--- src/rtl/noc_wb_bridge.sv ---
// noc_wb_bridge: NoC endpoint that converts request packets into single
// Wishbone master transactions. It returns one response packet per request.
// Only one request is in flight at a time, and there is no data buffering.
module noc_wb_bridge #(
  parameter int         FLIT_WIDTH = 32,
  parameter logic [4:0] ID         = 5'd0,
  parameter int         TIMEOUT    = 255,
  parameter int         MAX_RTY    = 3
) (
  input  logic                  clk,
  input  logic                  rst,
  // request flits from the router
  input  logic [FLIT_WIDTH-1:0] noc_in_flit,
  input  logic                  noc_in_last,
  input  logic                  noc_in_valid,
  output logic                  noc_in_ready,
  // response flits to the router
  output logic [FLIT_WIDTH-1:0] noc_out_flit,
  output logic                  noc_out_last,
  output logic                  noc_out_valid,
  input  logic                  noc_out_ready,
  // Wishbone master
  output logic [31:0]           wb_adr_o,
  output logic [31:0]           wb_dat_o,
  output logic [3:0]            wb_sel_o,
  output logic                  wb_cyc_o,
  output logic                  wb_stb_o,
  output logic                  wb_we_o,
  output logic [2:0]            wb_cti_o,
  output logic [1:0]            wb_bte_o,
  input  logic                  wb_ack_i,
  input  logic                  wb_err_i,
  input  logic                  wb_rty_i,
  input  logic [31:0]           wb_dat_i
);

  localparam logic [2:0] CLASS_REQ = 3'd2;
  localparam logic [2:0] CLASS_RSP = 3'd3;
  localparam logic [9:0] TMO_LIM   = 10'(TIMEOUT);
  localparam logic [7:0] RTY_LIM   = 8'(MAX_RTY);

  typedef enum logic [2:0] {
    RX_HDR, RX_ADR, RX_DAT, DRAIN, WB_REQ, RTY_GAP, TX_HDR, TX_DAT
  } state_t;

  state_t      state_q, state_d;
  logic [4:0]  src_q, src_d;
  logic        we_q, we_d;
  logic [3:0]  sel_q, sel_d;
  logic [31:0] adr_q, adr_d;
  logic [31:0] wdat_q, wdat_d;
  logic [31:0] rdat_q, rdat_d;
  logic        err_q, err_d;
  logic        pend_q, pend_d;   // drain target: 1 = perform the bus access afterwards
  logic [9:0]  tmo_q, tmo_d;
  logic [7:0]  rty_q, rty_d;

  // State and captured request/response fields.
  // The reset is asynchronous, so cyc/stb drop as soon as it is asserted.
  always_ff @(posedge clk or negedge rst) begin
    if (!rst) begin
      state_q <= RX_HDR;
      src_q   <= '0;
      we_q    <= 1'b0;
      sel_q   <= '0;
      adr_q   <= '0;
      wdat_q  <= '0;
      rdat_q  <= '0;
      err_q   <= 1'b0;
      pend_q  <= 1'b0;
      tmo_q   <= '0;
      rty_q   <= '0;
    end else begin
      state_q <= state_d;
      src_q   <= src_d;
      we_q    <= we_d;
      sel_q   <= sel_d;
      adr_q   <= adr_d;
      wdat_q  <= wdat_d;
      rdat_q  <= rdat_d;
      err_q   <= err_d;
      pend_q  <= pend_d;
      tmo_q   <= tmo_d;
      rty_q   <= rty_d;
    end
  end

  // Next-state logic: packet parsing, the bus transaction with retry and
  // timeout, and the response handshake.
  always_comb begin
    state_d = state_q;
    src_d   = src_q;
    we_d    = we_q;
    sel_d   = sel_q;
    adr_d   = adr_q;
    wdat_d  = wdat_q;
    rdat_d  = rdat_q;
    err_d   = err_q;
    pend_d  = pend_q;
    rty_d   = rty_q;
    tmo_d   = '0;  // held at zero outside WB_REQ, so every entry starts from 0
    case (state_q)
      RX_HDR: begin
        if (noc_in_valid) begin
          if (noc_in_last || (noc_in_flit[26:24] != CLASS_REQ)) begin
            // Not a usable request: swallow it without a response.
            pend_d = 1'b0;
            if (!noc_in_last) state_d = DRAIN;
          end else begin
            src_d   = noc_in_flit[23:19];
            we_d    = noc_in_flit[18];
            sel_d   = noc_in_flit[16:13];
            err_d   = 1'b0;
            rty_d   = '0;
            state_d = RX_ADR;
          end
        end
      end
      RX_ADR: begin
        if (noc_in_valid) begin
          adr_d = noc_in_flit;
          if (we_q) begin
            // A write that ends at the address flit has no data and is dropped.
            state_d = noc_in_last ? RX_HDR : RX_DAT;
          end else if (noc_in_last) begin
            state_d = WB_REQ;
          end else begin
            pend_d  = 1'b1;
            state_d = DRAIN;
          end
        end
      end
      RX_DAT: begin
        if (noc_in_valid) begin
          wdat_d = noc_in_flit;
          if (noc_in_last) begin
            state_d = WB_REQ;
          end else begin
            pend_d  = 1'b1;
            state_d = DRAIN;
          end
        end
      end
      DRAIN: begin
        if (noc_in_valid && noc_in_last) state_d = pend_q ? WB_REQ : RX_HDR;
      end
      WB_REQ: begin
        tmo_d = tmo_q + 10'd1;
        if (wb_err_i) begin
          // err takes priority over a simultaneous ack
          err_d   = 1'b1;
          state_d = TX_HDR;
        end else if (wb_ack_i) begin
          err_d   = 1'b0;
          rdat_d  = wb_dat_i;
          state_d = TX_HDR;
        end else if (wb_rty_i) begin
          if (rty_q < RTY_LIM) begin
            rty_d   = rty_q + 8'd1;
            state_d = RTY_GAP;
          end else begin
            err_d   = 1'b1;
            state_d = TX_HDR;
          end
        end else if (tmo_d == TMO_LIM) begin
          err_d   = 1'b1;
          state_d = TX_HDR;
        end
      end
      RTY_GAP: state_d = WB_REQ;
      TX_HDR: begin
        if (noc_out_ready) state_d = we_q ? RX_HDR : TX_DAT;
      end
      TX_DAT: begin
        if (noc_out_ready) state_d = RX_HDR;
      end
      default: state_d = RX_HDR;
    endcase
  end

  // Output decode. Every output is driven from state or from registered
  // fields, so the response flit stays stable while it waits for ready.
  assign noc_in_ready  = (state_q == RX_HDR) || (state_q == RX_ADR) ||
                         (state_q == RX_DAT) || (state_q == DRAIN);
  assign noc_out_valid = (state_q == TX_HDR) || (state_q == TX_DAT);
  assign noc_out_last  = (state_q == TX_DAT) || ((state_q == TX_HDR) && we_q);
  assign noc_out_flit  = (state_q == TX_DAT) ? (err_q ? 32'd0 : rdat_q)
                       : {src_q, CLASS_RSP, ID, we_q, err_q, sel_q, 13'd0};

  assign wb_cyc_o = (state_q == WB_REQ);
  assign wb_stb_o = (state_q == WB_REQ);
  assign wb_adr_o = adr_q;
  assign wb_dat_o = wdat_q;
  assign wb_sel_o = sel_q;
  assign wb_we_o  = we_q;
  assign wb_cti_o = 3'b000;
  assign wb_bte_o = 2'b00;

endmodule

--- config.mk ---
export PLATFORM = sky130hd
export DESIGN_NAME = noc_wb_bridge
export DESIGN_NICKNAME = d
export VERILOG_FILES = /design/src/rtl/noc_wb_bridge.sv
export SDC_FILE = /design/constraint.sdc
export NUM_CORES = 1
export LEC_CHECK = 0
export ABC_AREA = 1
export BUFFER_PORTS_ARGS = -buffer_cell sky130_fd_sc_hd__buf_4
export CORE_MARGIN = 2
export CORE_UTILIZATION = 55
export DETAILED_ROUTE_END_ITERATION = 16
export PLACE_DENSITY = 0.88
export SETUP_SLACK_MARGIN = 0.2
export SYNTH_ARGS = -nofsm -noshare
export SYNTH_HDL_FRONTEND = slang
export SYNTH_SLANG_ARGS = --single-unit
--- constraint.sdc ---
create_clock -name clk -period 2.76 [get_ports clk]
set_clock_uncertainty 0.2 [all_clocks]
set_input_delay 0.414 -clock clk [delete_from_list [all_inputs] [get_ports clk]]
set_output_delay 0.414 -clock clk [all_outputs]
set_load 0.005 [all_outputs]
---- Word-level counts from Yosys, hierarchy flattened ----
Cells that the tools add are included.
storage, ports and cells
  flip-flop bits (word level) ............. 129
  bits in latches ......................... 0
  RAM bits ................................ 0
  ROM bits ................................ 0
  input port bits ......................... 72
  word-level logic and storage cells ...... 104
  memories ................................ 0
cells by class
  add/subtract/negate cells ............... 2
  multipliers ............................. 0
  div/mod/pow operators ................... 0
  order comparisons ....................... 1
  eq/ne operators ......................... 25
  shifts and indexed selects .............. 0
  muxes and demuxes ....................... 44
  bitwise logic cells ..................... 2
  reduce and logical (&&, ||, !) cells .... 19
operators by type and width
  operator                                                    count
  2-to-1 mux 32 bit                                           2
  2-to-1 mux 3 bit                                            16
  2-to-1 mux 8 bit                                            6
  case mux 3 bit (8 select lines)                             1
  != test 2 bit, second input constant                        11
  case mux 8 bit (2 select lines)                             1
  2-to-1 mux 1 bit                                            13
  == test 3 bit, second input constant                        4
  adder 10 x 1 -> 10 bit, second input constant               1
  == test 10 x 8 -> 1 bit, second input constant              1
  2-to-1 mux 10 bit                                           1
  adder 8 x 1 -> 8 bit, second input constant                 1
  less-than comparator 8 x 2 -> 1 bit, second input constant  1
  AND reduction 8 bit                                         1
  AND reduction 7 bit                                         1
  == test 3 x 2 -> 1 bit, second input constant               2
  logical OR 1 bit                                            6
  AND reduction 3 bit                                         2
  AND reduction 6 bit                                         1
  != test 5 x 1 -> 1 bit, second input constant               1
  != test 5 bit, second input constant                        1
  AND reduction 5 bit                                         1
  2-to-1 mux 2 bit                                            2
  != test 2 x 1 -> 1 bit, second input constant               2
  other kinds (11)                                            14

---- Depth between registers and ports, before layout ----
  word-level depth ........................ 7
  gate-level depth with buffers ........... 12
  gate-level depth less buffers ........... 12

---- Least setup slack after synthesis ----
Ideal clock, no wire load.
  path kind ............................... register to output
  start point ............................. reg state_q[0]
  end point ............................... out noc_out_flit[13]
  arrival ................................. 1.256 ns
  data required time ...................... 2.146 ns
  slack ................................... 0.890 ns
  cell stages (with the launch flop) ...... 7
  path buffers ............................ 1
  cells stage by stage .................... dfrtp_1 > nand2_1 > nor2_2 > inv_2 > or2_0 > buf_2 > o21ai_1
between the ends
  longest elaborated chain between the ends .. 2
RTL lines
  item                    RTL line  source
  start, declared         46        state_t state_q, state_d;
  start signal, assigned  74        state_q <= state_d;
  == test 3 bit           187       assign noc_out_flit = (state_q == TX_DAT) ? (err_q ? 32'd0 : rdat_q)
  2-to-1 mux 32 bit       187
  end, declared           18        output logic [FLIT_WIDTH-1:0] noc_out_flit,
Every way passes these cells.

---- Worst setup path after layout ----
  start point ............................. reg state_q[0]
  end point ............................... out noc_out_flit[16]
The elaborated chain is that of the path after synthesis.

==> summary.txt <==
Critical path
  • Critical Path AT: 1880 ps
  • Worst Path Max Fanout: 13
  • Critical path depth in cells: 6
  • Critical-path cell list: nand2_1 -> nor2_4 -> inv_4 -> or2_4 -> o21ai_1 -> buf_4
  • Slowest CP cell: dfrtp_2
  • CP required: 2150 ps
  • Crit path kind: flip-flop to output pin
  • CP bufs+invs: 2
  • Worst setup EP type: output pin
  • FF-to-FF path depth: 5
  • Crit path max-delay family: simple AND/OR/NAND/NOR gates
  • Crit start category: flip-flop
  • Max incr delay on CP: 430 ps

Synth
  • Post-synth EDFFs: 0
  • Synth warn: 0
  • Yosys top cell area share: 56.9%
  • Top cells by area, synth: dfrtp_1, nand2_1, o21ai_0
  • Largest area contributor in the netlist: dfrtp_1
  • Commonest register cell after synthesis: dfrtp_1
  • FFs w/ async S/R, synth: 100%
  • Simple-Gate Fraction of Synth Area: 18.1%
  • Multiplexer share of the synthesized area: 4.63%
  • Yosys reg bits: 129
  • Cells after synthesis: 624
  • Register area share after synthesis: 56.9%
  • Compound-Gate Fraction of Synth Area: 11.2%
  • Post-synth cell types: 37
  • Synth Area in XOR/XNOR: 0.154%
  • Post-Synth Adder-Cell Area: 0.661%
  • Largest family of logic cells by synthesized area: simple AND/OR/NAND/NOR gates
  • Synth Area per Inst: 9.10 um2
  • Cell Area, Synth: 5680 um2

Floorplan
  • Row count: 37
  • Die ar.: 11,200 um2
  • Ports: 183
  • Chip Height: 106 um
  • Placeable Area: 10,200 um2
  • Die X-Extent: 106 um
  • Initial Util: 55.7%

STA
  • Setup TNS: 0 ps
  • Final Max Tran Viols: 0
  • Rel. slew slack: 61.9%
  • Final hold vios: 0
  • RSZ-0062 raised after global routing: false
  • Final period utilization: 90.2%
  • Setup violators final: 0
  • Max Freq: 402 MHz
  • Slew of the pin with the lowest slew margin: 565 ps
  • Tmin final: 2490 ps
  • Setup ws final: 271 ps

Hold path
  • Hold Path Class: primary input to flip-flop
  • Min-Delay Path Depth: 3

GRT
  • All-Layer GR Usage: 32.5%
  • Largest net degree at the start of global routing: 65
  • Vias in the first global route: 5,608
  • Initial antenna violation count: 0
  • Grt ovf: 0
  • First-pass GRT wire length: 27.9 mm

Clock network
  • CTS tree: built
  • H-tree Lvls: 4
  • Cts bufs inserted: 17
  • CTS sink cnt: 129
  • Clock tree buffer depth: 2
  • Clock latency on the worst-skew pair: 510 ps
  • Root Driver: clkbuf_8
  • Clock slew at reported path FFs: 70 ps

Power and ir drop
  • Static Leakage: 4.36 nW
  • Worst vdd ir: 0.689 mV
  • PD cells: 1040 nW/um2

Route
  • WL final: 17.8 mm
  • Vias per std cell: 5.33
  • Starting DRT DRC Count: 443
  • Vias: 5,386
  • # DRC: 0
  • Detail Route Antenna Nets: 0
  • WL/cell: 17.6 um
  • First-pass iteration count of the detailed router: 5

Final layout
  • Area Overhead vs Synth: 46.8%
  • Fin nets: 937
  • Layout cell share with drive strength beyond 1: 30.3%
  • Fin cells: 1,011
  • N_diodes: 0

Placement
  • RePlAce Congestion: 0.926
  • Inst Count DP: 915
  • Number of port buffers: 177
  • DP Worst Slack: 327 ps
  • Final HPWL DP: 10.2 mm

Flow run
  • Max-Cap Viols: 0

Outcome
  • Run status: finished, final reports clean
area by class of cell:
| cell class | instances | area [um2] |
|---|---|---|
| sequential | 129 | 3230 |
| multi-input combinational | 392 | 2030 |
| timing repair buffer | 247 | 2020 |
| fill | 585 | 1850 |
| clock buffer | 17 | 414 |
| inverter | 75 | 287 |
| clock inverter | 15 | 193 |
| tap | 136 | 170 |
repair_timing:
item                                    4_1_cts  5_1_grt
endpoints found under the setup margin       16       11
gates cloned                                  0        1
buffers inserted                              2        1
hold buffers                                 60        0
endpoints found under the hold margin       114        0
gates resized for setup                       6        6
worst paths after layout:
path	startpoint	endpoint	slack [ps]
max	state_q[0]$_DFFE_PN0P_	noc_out_flit[16]	270
min	noc_in_flit[20]	wb_adr_o[20]$_DFFE_PN0P_	20
max reg2reg	state_q[2]$_DFFE_PN0P_	wb_adr_o[10]$_DFFE_PN0P_	620
min reg2reg	rty_q[1]$_DFFE_PN0P_	rty_q[1]$_DFFE_PN0P_	290
max in group asynchronous	rst	err_q$_DFFE_PN0P_	1360
min in group asynchronous	rst	tmo_q[3]$_DFF_PN0_	230
Yosys cell counts (6+ instances only):
| cell | count |
|---|---|
| buf_4 | 7 |
| nand2_1 | 143 |
| clkbuf_1 | 16 |
| nor2_1 | 61 |
| buf_2 | 6 |
| dfrtp_1 | 129 |
| a21oi_1 | 18 |
| inv_1 | 72 |
| mux2_2 | 6 |
| o21ai_1 | 16 |
| mux2_4 | 13 |
| nand3_1 | 13 |
| o21ai_0 | 78 |
sequential cells by signal (all words and copies together), names as in the netlist:
register	cells
tmo_q	10
state_q	3
rdat_q	32
pend_q	1
wb_we_o	1
wb_dat_o	32
wb_sel_o	4
rty_q	8
src_q	5
err_q	1
wb_adr_o	32
cell families (layout without fill, tap and decap cells):
logic type                 Yosys count  count (layout)
AOI/OAI and AO/OA                  121             121
xor gates and xnor gates             1               1
other                                1               5
DFF                                129             129
and+or+nand+nor                    242             243
buffers and inverters              108             354
adders and majority gates            3               3
muxes                               19              19
layout by cell type (no fill, tap or decap), types with 5 or more instances in the layout:
master and count:
conb_1 5, dfrtp_1 126, mux2_2 6, nand2_1 142, o21ai_0 77, inv_1 72
mux2_4 13, a21oi_1 18, clkbuf_16 16, nor2_1 61, buf_4 186, o21ai_1 15
nand3_1 13, inv_6 8, dlygate4sd3_1 60, nand2_2 5
worst reg2reg max path, stage by stage (launching register included):
cell and delay (ps):
dfrtp_2 420, buf_4 170, nor3_2 260, nand2_2 70, buf_4 310, o21ai_0 560
power by group:
group / internal (mW) / total, mW / switching, mW
clock network: 1.41 / 2.33 / 0.929
logic: 1.50 / 3.10 / 1.61
registers: 2.67 / 3.19 / 0.525
routing by layer:
metal  share of wire (%)  global-route usage, %  vias up
met2                  52                   55.9      266
met5                   0                      0        -
met3                 7.4                   9.59       44
met1                  38                   37.3     2620
met4                 3.2                   15.1        0
li1                    -                      -     2456
per-stage QoR:
step / instance area, um2 / power (mW) / util, % / hold slack (ps)
after floorplan: 5690 / 4.47 / - / -81.6
final: 8340 / 8.63 / 81.9 / 15.2
after global placement: 7070 / 5.80 / 69.4 / 198
after CTS: 8300 / 8.37 / 81.5 / 5.10
after global routing: 8340 / 9.07 / 81.9 / 19.6
after detailed placement: 7070 / 5.94 / 69.4 / 212
(Power assumes the default switching activity.)
